--- src/rtl/cmp_search_ctrl_if.sv ---
// Bundle of signals between the binary-search controller and its magnitude comparator
// and requester. The master side is the search controller: it drives the probe and the
// result outputs, and it receives start and the comparator flags. The slave side is the
// environment that holds the hidden target and issues start.
interface cmp_search_ctrl_if #(
    parameter int WIDTH = 2
);
    logic             start;
    logic [WIDTH-1:0] probe;
    logic             probe_vld;
    logic             cmp_g;
    logic             cmp_e;
    logic             cmp_l;
    logic             busy;
    logic             done;
    logic [WIDTH-1:0] result;
    logic             found;
    logic             err;

    modport master (
        input  start,
        input  cmp_g,
        input  cmp_e,
        input  cmp_l,
        output probe,
        output probe_vld,
        output busy,
        output done,
        output result,
        output found,
        output err
    );

    modport slave (
        output start,
        output cmp_g,
        output cmp_e,
        output cmp_l,
        input  probe,
        input  probe_vld,
        input  busy,
        input  done,
        input  result,
        input  found,
        input  err
    );
endinterface

--- src/rtl/cmp_search_ctrl.sv ---
// cmp_search_ctrl: binary-search initiator for a 2:1 magnitude comparator.
// The comparator holds the hidden target on its a side and sees probe on its b side.
// Each sampled compare narrows the [lo, hi] window until the target is hit, the window
// collapses, or the comparator returns flags that are not one-hot.
//
// Optional build macro CMP_SEARCH_SETTLE_EN: every compare takes two cycles, a SETTLE
// cycle in which the new probe propagates through a registered comparator (flags
// ignored, probe_vld low) followed by a SEARCH cycle in which the flags are sampled.
// Without the macro each SEARCH cycle samples the flags directly.
module cmp_search_ctrl #(
    parameter int WIDTH = 2
) (
    input  logic             clk,
    input  logic             rst_n,
    cmp_search_ctrl_if.master bus
);

    localparam logic [WIDTH-1:0] ALL_ONES    = {WIDTH{1'b1}};
    // (0 + all ones) >> 1 is simply all ones shifted right by one
    localparam logic [WIDTH-1:0] FIRST_PROBE = ALL_ONES >> 1;

`ifdef CMP_SEARCH_SETTLE_EN
    typedef enum logic [1:0] {
        S_IDLE   = 2'd0,
        S_SETTLE = 2'd1,
        S_SEARCH = 2'd2,
        S_DONE   = 2'd3
    } state_t;
`else
    typedef enum logic [1:0] {
        S_IDLE   = 2'd0,
        S_SEARCH = 2'd1,
        S_DONE   = 2'd2
    } state_t;
`endif

    state_t           state_q, state_d;
    logic [WIDTH-1:0] lo_q, lo_d;
    logic [WIDTH-1:0] hi_q, hi_d;
    logic [WIDTH-1:0] probe_q, probe_d;
    logic [WIDTH-1:0] result_q, result_d;
    logic             found_q, found_d;
    logic             err_q, err_d;

    logic [2:0]       flags;
    logic             flags_one_hot;
    logic [WIDTH-1:0] lo_up;
    logic [WIDTH-1:0] hi_down;
    logic [WIDTH:0]   sum_after_g;
    logic [WIDTH:0]   sum_after_l;

    // The sampling state differs between the two builds: after a window update we either
    // sample again immediately or spend one cycle letting the comparator settle.
`ifdef CMP_SEARCH_SETTLE_EN
    localparam state_t AFTER_UPDATE = S_SETTLE;
`else
    localparam state_t AFTER_UPDATE = S_SEARCH;
`endif

    assign flags         = {bus.cmp_g, bus.cmp_e, bus.cmp_l};
    assign flags_one_hot = (flags == 3'b100) || (flags == 3'b010) || (flags == 3'b001);

    // Window edges after a g or l answer; only used when they cannot wrap, since the
    // probe==hi and probe==lo cases end the search instead of updating.
    assign lo_up   = probe_q + WIDTH'(1);
    assign hi_down = probe_q - WIDTH'(1);

    // Midpoints use one extra bit so lo+hi never overflows before the halving.
    assign sum_after_g = {1'b0, lo_up} + {1'b0, hi_q};
    assign sum_after_l = {1'b0, lo_q}  + {1'b0, hi_down};

    // State register plus all datapath registers, cleared asynchronously so an
    // in-flight search is abandoned without ever reaching DONE.
    always_ff @(posedge clk or negedge rst_n) begin
        if (!rst_n) begin
            state_q  <= S_IDLE;
            lo_q     <= '0;
            hi_q     <= ALL_ONES;
            probe_q  <= '0;
            result_q <= '0;
            found_q  <= 1'b0;
            err_q    <= 1'b0;
        end else begin
            state_q  <= state_d;
            lo_q     <= lo_d;
            hi_q     <= hi_d;
            probe_q  <= probe_d;
            result_q <= result_d;
            found_q  <= found_d;
            err_q    <= err_d;
        end
    end

    // Next-state and next-datapath decisions; everything holds unless a branch changes it.
    always_comb begin
        state_d  = state_q;
        lo_d     = lo_q;
        hi_d     = hi_q;
        probe_d  = probe_q;
        result_d = result_q;
        found_d  = found_q;
        err_d    = err_q;

        unique case (state_q)
            S_IDLE: begin
                if (bus.start) begin
                    lo_d     = '0;
                    hi_d     = ALL_ONES;
                    probe_d  = FIRST_PROBE;
                    result_d = '0;
                    found_d  = 1'b0;
                    err_d    = 1'b0;
                    state_d  = AFTER_UPDATE;
                end
            end

`ifdef CMP_SEARCH_SETTLE_EN
            S_SETTLE: begin
                state_d = S_SEARCH;
            end
`endif

            S_SEARCH: begin
                if (!flags_one_hot) begin
                    err_d    = 1'b1;
                    found_d  = 1'b0;
                    result_d = probe_q;
                    state_d  = S_DONE;
                end else if (bus.cmp_e) begin
                    found_d  = 1'b1;
                    result_d = probe_q;
                    state_d  = S_DONE;
                end else if (bus.cmp_g) begin
                    if (probe_q == hi_q) begin
                        found_d  = 1'b0;
                        result_d = probe_q;
                        state_d  = S_DONE;
                    end else begin
                        lo_d    = lo_up;
                        probe_d = sum_after_g[WIDTH:1];
                        state_d = AFTER_UPDATE;
                    end
                end else begin
                    if (probe_q == lo_q) begin
                        found_d  = 1'b0;
                        result_d = probe_q;
                        state_d  = S_DONE;
                    end else begin
                        hi_d    = hi_down;
                        probe_d = sum_after_l[WIDTH:1];
                        state_d = AFTER_UPDATE;
                    end
                end
            end

            S_DONE: begin
                state_d = S_IDLE;
            end

            default: begin
                state_d = S_IDLE;
            end
        endcase
    end

    assign bus.probe     = probe_q;
    assign bus.probe_vld = (state_q == S_SEARCH);
    assign bus.busy      = (state_q != S_IDLE);
    assign bus.done      = (state_q == S_DONE);
    assign bus.result    = result_q;
    assign bus.found     = found_q;
    assign bus.err       = err_q;

endmodule

--- src/flat_wrapper.sv ---
// flat-port wrapper written by rule: the top's interface ports become plain ports
module cmp_search_ctrl_flat 
#(
    parameter int WIDTH = 2
)
  (clk, rst_n, bus_start, bus_cmp_g, bus_cmp_e, bus_cmp_l, bus_probe, bus_probe_vld, bus_busy, bus_done, bus_result, bus_found, bus_err);
  cmp_search_ctrl_if #(.WIDTH(WIDTH)) bus_i ();
  input  logic clk;
  input  logic rst_n;
  input wire logic [$bits(bus_i.start)-1:0] bus_start;
  input wire logic [$bits(bus_i.cmp_g)-1:0] bus_cmp_g;
  input wire logic [$bits(bus_i.cmp_e)-1:0] bus_cmp_e;
  input wire logic [$bits(bus_i.cmp_l)-1:0] bus_cmp_l;
  output wire logic [$bits(bus_i.probe)-1:0] bus_probe;
  output wire logic [$bits(bus_i.probe_vld)-1:0] bus_probe_vld;
  output wire logic [$bits(bus_i.busy)-1:0] bus_busy;
  output wire logic [$bits(bus_i.done)-1:0] bus_done;
  output wire logic [$bits(bus_i.result)-1:0] bus_result;
  output wire logic [$bits(bus_i.found)-1:0] bus_found;
  output wire logic [$bits(bus_i.err)-1:0] bus_err;
  assign bus_i.start = bus_start;
  assign bus_i.cmp_g = bus_cmp_g;
  assign bus_i.cmp_e = bus_cmp_e;
  assign bus_i.cmp_l = bus_cmp_l;
  assign bus_probe = bus_i.probe;
  assign bus_probe_vld = bus_i.probe_vld;
  assign bus_busy = bus_i.busy;
  assign bus_done = bus_i.done;
  assign bus_result = bus_i.result;
  assign bus_found = bus_i.found;
  assign bus_err = bus_i.err;
  cmp_search_ctrl #(.WIDTH(WIDTH)) u_core (.clk(clk), .rst_n(rst_n), .bus(bus_i));
endmodule
--- config.mk ---
export PLATFORM = sky130hd
export DESIGN_NAME = cmp_search_ctrl_flat
export DESIGN_NICKNAME = d
export VERILOG_FILES = /design/src/rtl/cmp_search_ctrl_if.sv /design/src/rtl/cmp_search_ctrl.sv /design/src/flat_wrapper.sv
export SDC_FILE = /design/constraint.sdc
export NUM_CORES = 1
export LEC_CHECK = 0
export ABC_AREA = 1
export CAP_MARGIN = 0
export CORE_ASPECT_RATIO = 1.25
export CORE_MARGIN = 2
export CORE_UTILIZATION = 45
export CTS_BUF_LIST = sky130_fd_sc_hd__clkbuf_2
export CTS_CLUSTER_DIAMETER = 120
export DETAILED_ROUTE_END_ITERATION = 6
export GPL_ROUTABILITY_DRIVEN = 0
export PLACE_DENSITY_LB_ADDON = 0.08
export SLEW_MARGIN = 15
export SYNTH_ARGS = -nofsm -noshare
export SYNTH_HDL_FRONTEND = slang
export SYNTH_SLANG_ARGS = --single-unit
--- constraint.sdc ---
create_clock -name clk -period 3.6 [get_ports clk]
set_input_delay 0.9 -clock clk [delete_from_list [all_inputs] [get_ports clk]]
set_output_delay 0.9 -clock clk [all_outputs]
set_load 0.005 [all_outputs]
; ---- Word-level counts from Yosys, hierarchy flattened
; Index checks and enable logic that the tools add are counted.
[totals]
register_bits = 12
inputBits = 6
word_cells = 80
[classes]
n_reduce_logical = 10
eq_ne = 19
n_mux = 40
add_sub_neg = 4
[op_table]
columns = cell, n
row1 = two-way mux 2 bit, 26
row2 = case mux 2 bit (2 select lines), 5
row3 = AND reduction 6 bit, 3
row4 = != test 2 bit (second input constant), 7
row5 = != test 5 bit (second input constant), 2
row6 = two-way mux 1 bit, 7
row7 = adder 2 x 2 -> 3 bit, 2
row8 = != test 3 bit (second input constant), 2
row9 = == test 2 bit, 2
row10 = case mux 1 bit (2 select lines), 2
row11 = AND reduction 4 bit, 1
row12 = nonzero test 2 bit, 2
row13 = == test 3 x 1 -> 1 bit (second input constant), 1
row14 = == test 3 x 2 -> 1 bit (second input constant), 1
row15 = == test 3 bit (second input constant), 1
row16 = AND reduction 3 bit, 1
row17 = adder 2 x 1 -> 2 bit (second input constant), 1
row18 = == test 2 x 1 -> 1 bit (second input constant), 1
row19 = == test 2 bit (second input constant), 1
row20 = logical NOT 2 bit, 1
row21 = logical OR 1 bit, 2
row22 = != test 2 x 1 -> 1 bit (second input constant), 1
row23 = subtractor 2 x 1 -> 2 bit (second input constant), 1

; ---- Depth between registers and ports, before layout
; Gate-level depths: netlist of the first run.
[logic_depth]
depth_word = 7
mapped_depth = 10

; ---- Worst setup path before layout of the first run
; Ideal clock, no wire load.
[synth_path]
path_kind = reg-to-reg
from = reg u_core.probe_q[0] (netlist: u_core.bus.probe[0])
to = reg u_core.probe_q[0] (netlist: u_core.bus.probe[0])
period_less_slack_ns = 1.681
slack_ns = 1.919
path_stages_with_launch = 11
t_arrival_ns = 1.564
n_path_buf = 0
t_required_ns = 3.483
cell_sequence = dfrtp_1 -> inv_1 -> nand2_1 -> nand2_1 -> inv_1 -> fa_1 -> nor2_1 -> nor2_1 -> o21ai_0 -> nand2_1 -> nand2_1
[synth_via]
elab_chain_cells = 7
word_cells_on_any_way = 15
classes_between = add/sub: 4 / eq/ne: 4 / mux: 6 / reduce/logical: 1
[synth_lines]
columns = item, line
row1 = from (decl), cmp_search_ctrl.sv:40  ; logic [WIDTH-1:0] probe_q, probe_d;
row2 = from (signal assigned), cmp_search_ctrl.sv:87  ; probe_q <= probe_d;
row3 = subtractor 2 x 1 -> 2 bit / adder 2 x 1 -> 2 bit (equally long branches), "cmp_search_ctrl.sv:66, cmp_search_ctrl.sv:65"
row4 = adder 2 x 2 -> 3 bit (on tied branches), "cmp_search_ctrl.sv:70, cmp_search_ctrl.sv:69"
row5 = two-way mux 2 bit (on tied branches), "cmp_search_ctrl.sv:144, cmp_search_ctrl.sv:134"
row6 = two-way mux 2 bit, cmp_search_ctrl.sv:133  ; end else if (bus.cmp_g) begin
row7 = two-way mux 2 bit, cmp_search_ctrl.sv:129  ; end else if (bus.cmp_e) begin
row8 = two-way mux 2 bit, cmp_search_ctrl.sv:124  ; if (!flags_one_hot) begin
row9 = case mux 2 bit (2 select lines), cmp_search_ctrl.sv:104  ; unique case (state_q)
; Several ways; a longest one is shown, not always the timed one. The select of a mux whose other input is x is not followed.
; A chain may end at the register's enable or synchronous reset.

; ---- Worst setup path after layout of the first run
[layout_path]
from = reg u_core.state_q[1]
to = out bus_probe_vld
[layout_via]
elab_chain_cells = 1
[layout_lines]
columns = item, line
row1 = from (decl), cmp_search_ctrl.sv:37  ; state_t state_q, state_d;
row2 = from (signal assigned), cmp_search_ctrl.sv:84  ; state_q <= state_d;
row3 = == test 2 x 1 -> 1 bit, cmp_search_ctrl.sv:167  ; assign bus.probe_vld = (state_q == S_SEARCH);
row4 = to (decl), flat_wrapper.sv:15  ; output wire logic [$bits(bus_i.probe_vld)-1:0] bus_probe_vld;
; Every way passes these cells.

==> metrics, run 1 <==
outcome=completed; minimum hold slack=0.483 ns; part of the total power dissipated in the clock network=0.088; fillers=about 170; net switching power figure=just over 0.4 mW; Hold Path Class=flop to flop; clock latency of the later-clocked register in the worst-skew pair=between 0.2 and 0.3 ns; number of clock sinks seen by CTS=12; number of storage elements in the synthesis netlist=12; violation count after the first detailed-routing iteration=8; peak supply drop=around 390 uV; synthesized instance count=between 100 and 150; final hold viol count=0; core footprint=1770 sq um; distinct cell type count of the synthesized netlist=22; cell at the root of the clock tree=sky130_fd_sc_hd__clkbuf_2; RSZ-0062 raised after global routing=no; number of nets in the layout=between 100 and 150; average wire per standard cell=11.7 um; largest net degree at the start of global routing=13; number of optimization iterations in the first detailed-route pass=4; total power of the final layout=between 0.8 and 0.9 mW; Setup crit start kind=flop; Post-synth EDFFs=0; first-pass GRT wire length=about 3.0 mm; portion of the clock cycle consumed by the worst path in the final layout=0.670; syn nets=about 120; sequential fraction of design power=0.288; number of max-cap violations=0; required time reported for the critical path endpoint=about 2.7 ns; commonest non-fill, non-tap cell in the layout=sky130_fd_sc_hd__nand2_1; overflow left after global routing=0; drt drc=0; sequential area share after synthesis=0.361; transition time of the tightest slew-check pin=just under 0.6 ns; syn_area_per_cell=7.91 sq um; layout-stage area growth over the synthesis result=21.9%; total CTS buffers=3; number of primary I/O pins=15; time the worst path needs with I/O delays and setup=approximately 2.4 ns; final cell utilization of the core=0.579; clock tree from TritonCTS=yes; max-slew headroom at the worst pin=0.613; Critical Path End Type=output port; commonest non-fill, non-tap cells in the layout=39 x sky130_fd_sc_hd__nand2_1, 14 x sky130_fd_sc_hd__clkdlybuf4s50_1, 10 x sky130_fd_sc_hd__inv_1, 10 x sky130_fd_sc_hd__dfrtp_1, 7 x sky130_fd_sc_hd__nor2_1; initial core utilization=0.475; setup total negative slack=0 ns; Synth Cell Area=around 840 sq um; total wire length=approximately 1.7 mm; total of endpoints with negative setup slack in the final report=0; Post-DRT Antenna Nets=0; Vias/cell=5.06; maximum level of the CTS H-tree=1; largest clock skew in the final design=~0.011 ns; CTS clock-pin slew for the worst setup and hold paths=roughly 0.13 ns; final-report max-slew violation count=0; post-CTS repair timing setup buffer count=0; die outline width=42.6 um; combinational power share=0.624; initial antenna violation count=0; cell with the largest stage delay on the worst path=sky130_fd_sc_hd__clkdlybuf4s50_1; share of cells above drive strength 1=0.250; async set-reset flop share out of synthesis=1.00; placed wire-length estimate after detailed placement=between 1 and 1.5 mm; hold bufs inserted after CTS=0; crit-path max cell delay=between 0.5 and 0.6 ns; GR Util All Layers=0.178; highest clock frequency the design can meet=just over 0.4 GHz; total instance count after detailed placement=~140; via count of the first global-routing pass=~720; non-filler cells in the finished layout=about 140; critical path start-end classification=flop to output port; top fanout value on the critical path=8; crit path DAT=1.51 ns; IO buf count=14; overall die height=about 52 um; CTS resizes=0; die area=~2200 sq um; worst path cell trace=inv_2 -> nand2_4 -> clkinv_2 -> clkdlybuf4s50_1; leakage power=0.514 nW; Antenna Cells=0; clock tree buffer depth=2; vias after detailed routing=roughly 720; number of warning messages in the yosys log=0; Std-Cell Rows=17; P per Cell Area=862 nW/um^2; internal power summed over all cells=around 0.47 mW; switching share of power=0.471; top_reg_cell synth=sky130_fd_sc_hd__dfrtp_1
==> kinds of logic (layout without fill, tap and decap cells) <==
group / after synthesis / count (layout) / synth area share
buffers and inverters: 16 / 34 / 0.0791
adders and majority gates: 4 / 4 / 0.0776
DFF: 12 / 12 / 0.361
and+or+nand+nor: 66 / 66 / 0.403
AOI/OAI and AO/OA: 8 / 8 / 0.0791
==> layer usage <==
metal / global-route usage / part of all wire / vias to the layer above
met4: 0.104 / 0.025 / 0
met1: 0.204 / 0.43 / 326
met3: 0.0276 / 0.052 / 7
met2: 0.313 / 0.49 / 26
li1: - / - / 364
met5: 0 / 0 / -
==> cells in the mapped netlist (2+ instances only) <==
cell type / n / area, sq um
sky130_fd_sc_hd__inv_2: 4 / 15.0
sky130_fd_sc_hd__fa_1: 2 / 40.0
sky130_fd_sc_hd__inv_1: 10 / 37.5
sky130_fd_sc_hd__nand2_2: 4 / 25.0
sky130_fd_sc_hd__dfrtp_1: 10 / 250
sky130_fd_sc_hd__nand3_1: 6 / 30.0
sky130_fd_sc_hd__ha_1: 2 / 25.0
sky130_fd_sc_hd__nand3_2: 3 / 30.0
sky130_fd_sc_hd__o21ai_2: 4 / 35.0
sky130_fd_sc_hd__nor2_1: 7 / 26.3
sky130_fd_sc_hd__nand2_1: 39 / 146
sky130_fd_sc_hd__dfstp_2: 2 / 52.6
sky130_fd_sc_hd__nand2_4: 4 / 45.0
==> flip-flops by register name, indices dropped and copies added, names as in the netlist <==
signal	cells
u_core.bus.probe	2
u_core.lo_q	2
u_core.state_q	2
u_core.bus.found	1
u_core.bus.err	1
u_core.hi_q	2
u_core.bus.result	2
==> worst max-delay path: cells and delay by family, from the launching register on <==
kind | cells | cell delay (ns)
DFF | 1 | 0.41
and+or+nand+nor | 1 | 0.09
buffers and inverters | 3 | 0.74
==> final cells by class <==
| class | instances | area (sq um) | area share |
|---|---|---|---|
| clock buffers | 4 | 20.0 | 0.0196 |
| inverters | 16 | 66.3 | 0.0649 |
| multi-input cells | 78 | 469 | 0.459 |
| flip-flops and latches | 12 | 303 | 0.296 |
| well taps | 19 | 23.8 | 0.0233 |
| repair buffers | 14 | 140 | 0.137 |
==> power groups by stage <==
stage | combinational (mW) | sequential (mW) | clock [mW]
6_report | 0.550 | 0.254 | 0.0777
5_1_grt | 0.629 | 0.263 | 0.0847
4_1_cts | 0.556 | 0.255 | 0.0803
3_5_place_dp | 0.553 | 0.258 | 0
3_3_place_gp | 0.552 | 0.256 | 0
2_1_floorplan | 0.381 | 0.250 | 0
==> stage by stage <==
| stage | instance area, sq um | worst slack (ns) |
|---|---|---|
| detailed placement | 1000 | 1.30 |
| CTS | 1020 | 1.16 |
| global route | 1020 | 1.10 |
| floorplan | 838 | 1.92 |
| global placement | 1000 | 1.33 |
| finish | 1020 | 1.19 |
==> worst paths after layout <==
| path | cells past startpoint | slack (ns) | to | start |
|---|---|---|---|---|
| worst min-delay path | 2 | 0.48 | u_core.bus.found | u_core.bus.found |
| min in group asynchronous | 1 | 0.97 | u_core.bus.err | rst_n |
| worst max-delay path | 4 | 1.19 | bus_probe_vld | u_core.state_q[1] |
| max in group asynchronous | 1 | 2.24 | u_core.hi_q[1] | rst_n |
| worst min register to register | 2 | 0.48 | u_core.bus.found | u_core.bus.found |
| worst max register to register | 10 | 1.75 | u_core.bus.probe[0] | u_core.bus.probe[0] |
Note: power is estimated with default switching activity, not from simulation.
==> run 2, diff against run 1 <==
- clock period: 3.6 -> 2.5 ns (I/O delays scaled with it)
==> results of run 2 <==
Same layout as run 1 (identical final DEF). Status: completed.
Among the figures that moved: setup slack after placement 1.30 ns -> 0.478 ns; setup slack after layout 1.19 ns -> 0.362 ns; register-to-register setup slack 1.75 ns -> 0.65 ns; total power 0.881 mW -> 1.27 mW; worst IR drop on VDD 392 uV -> 564 uV
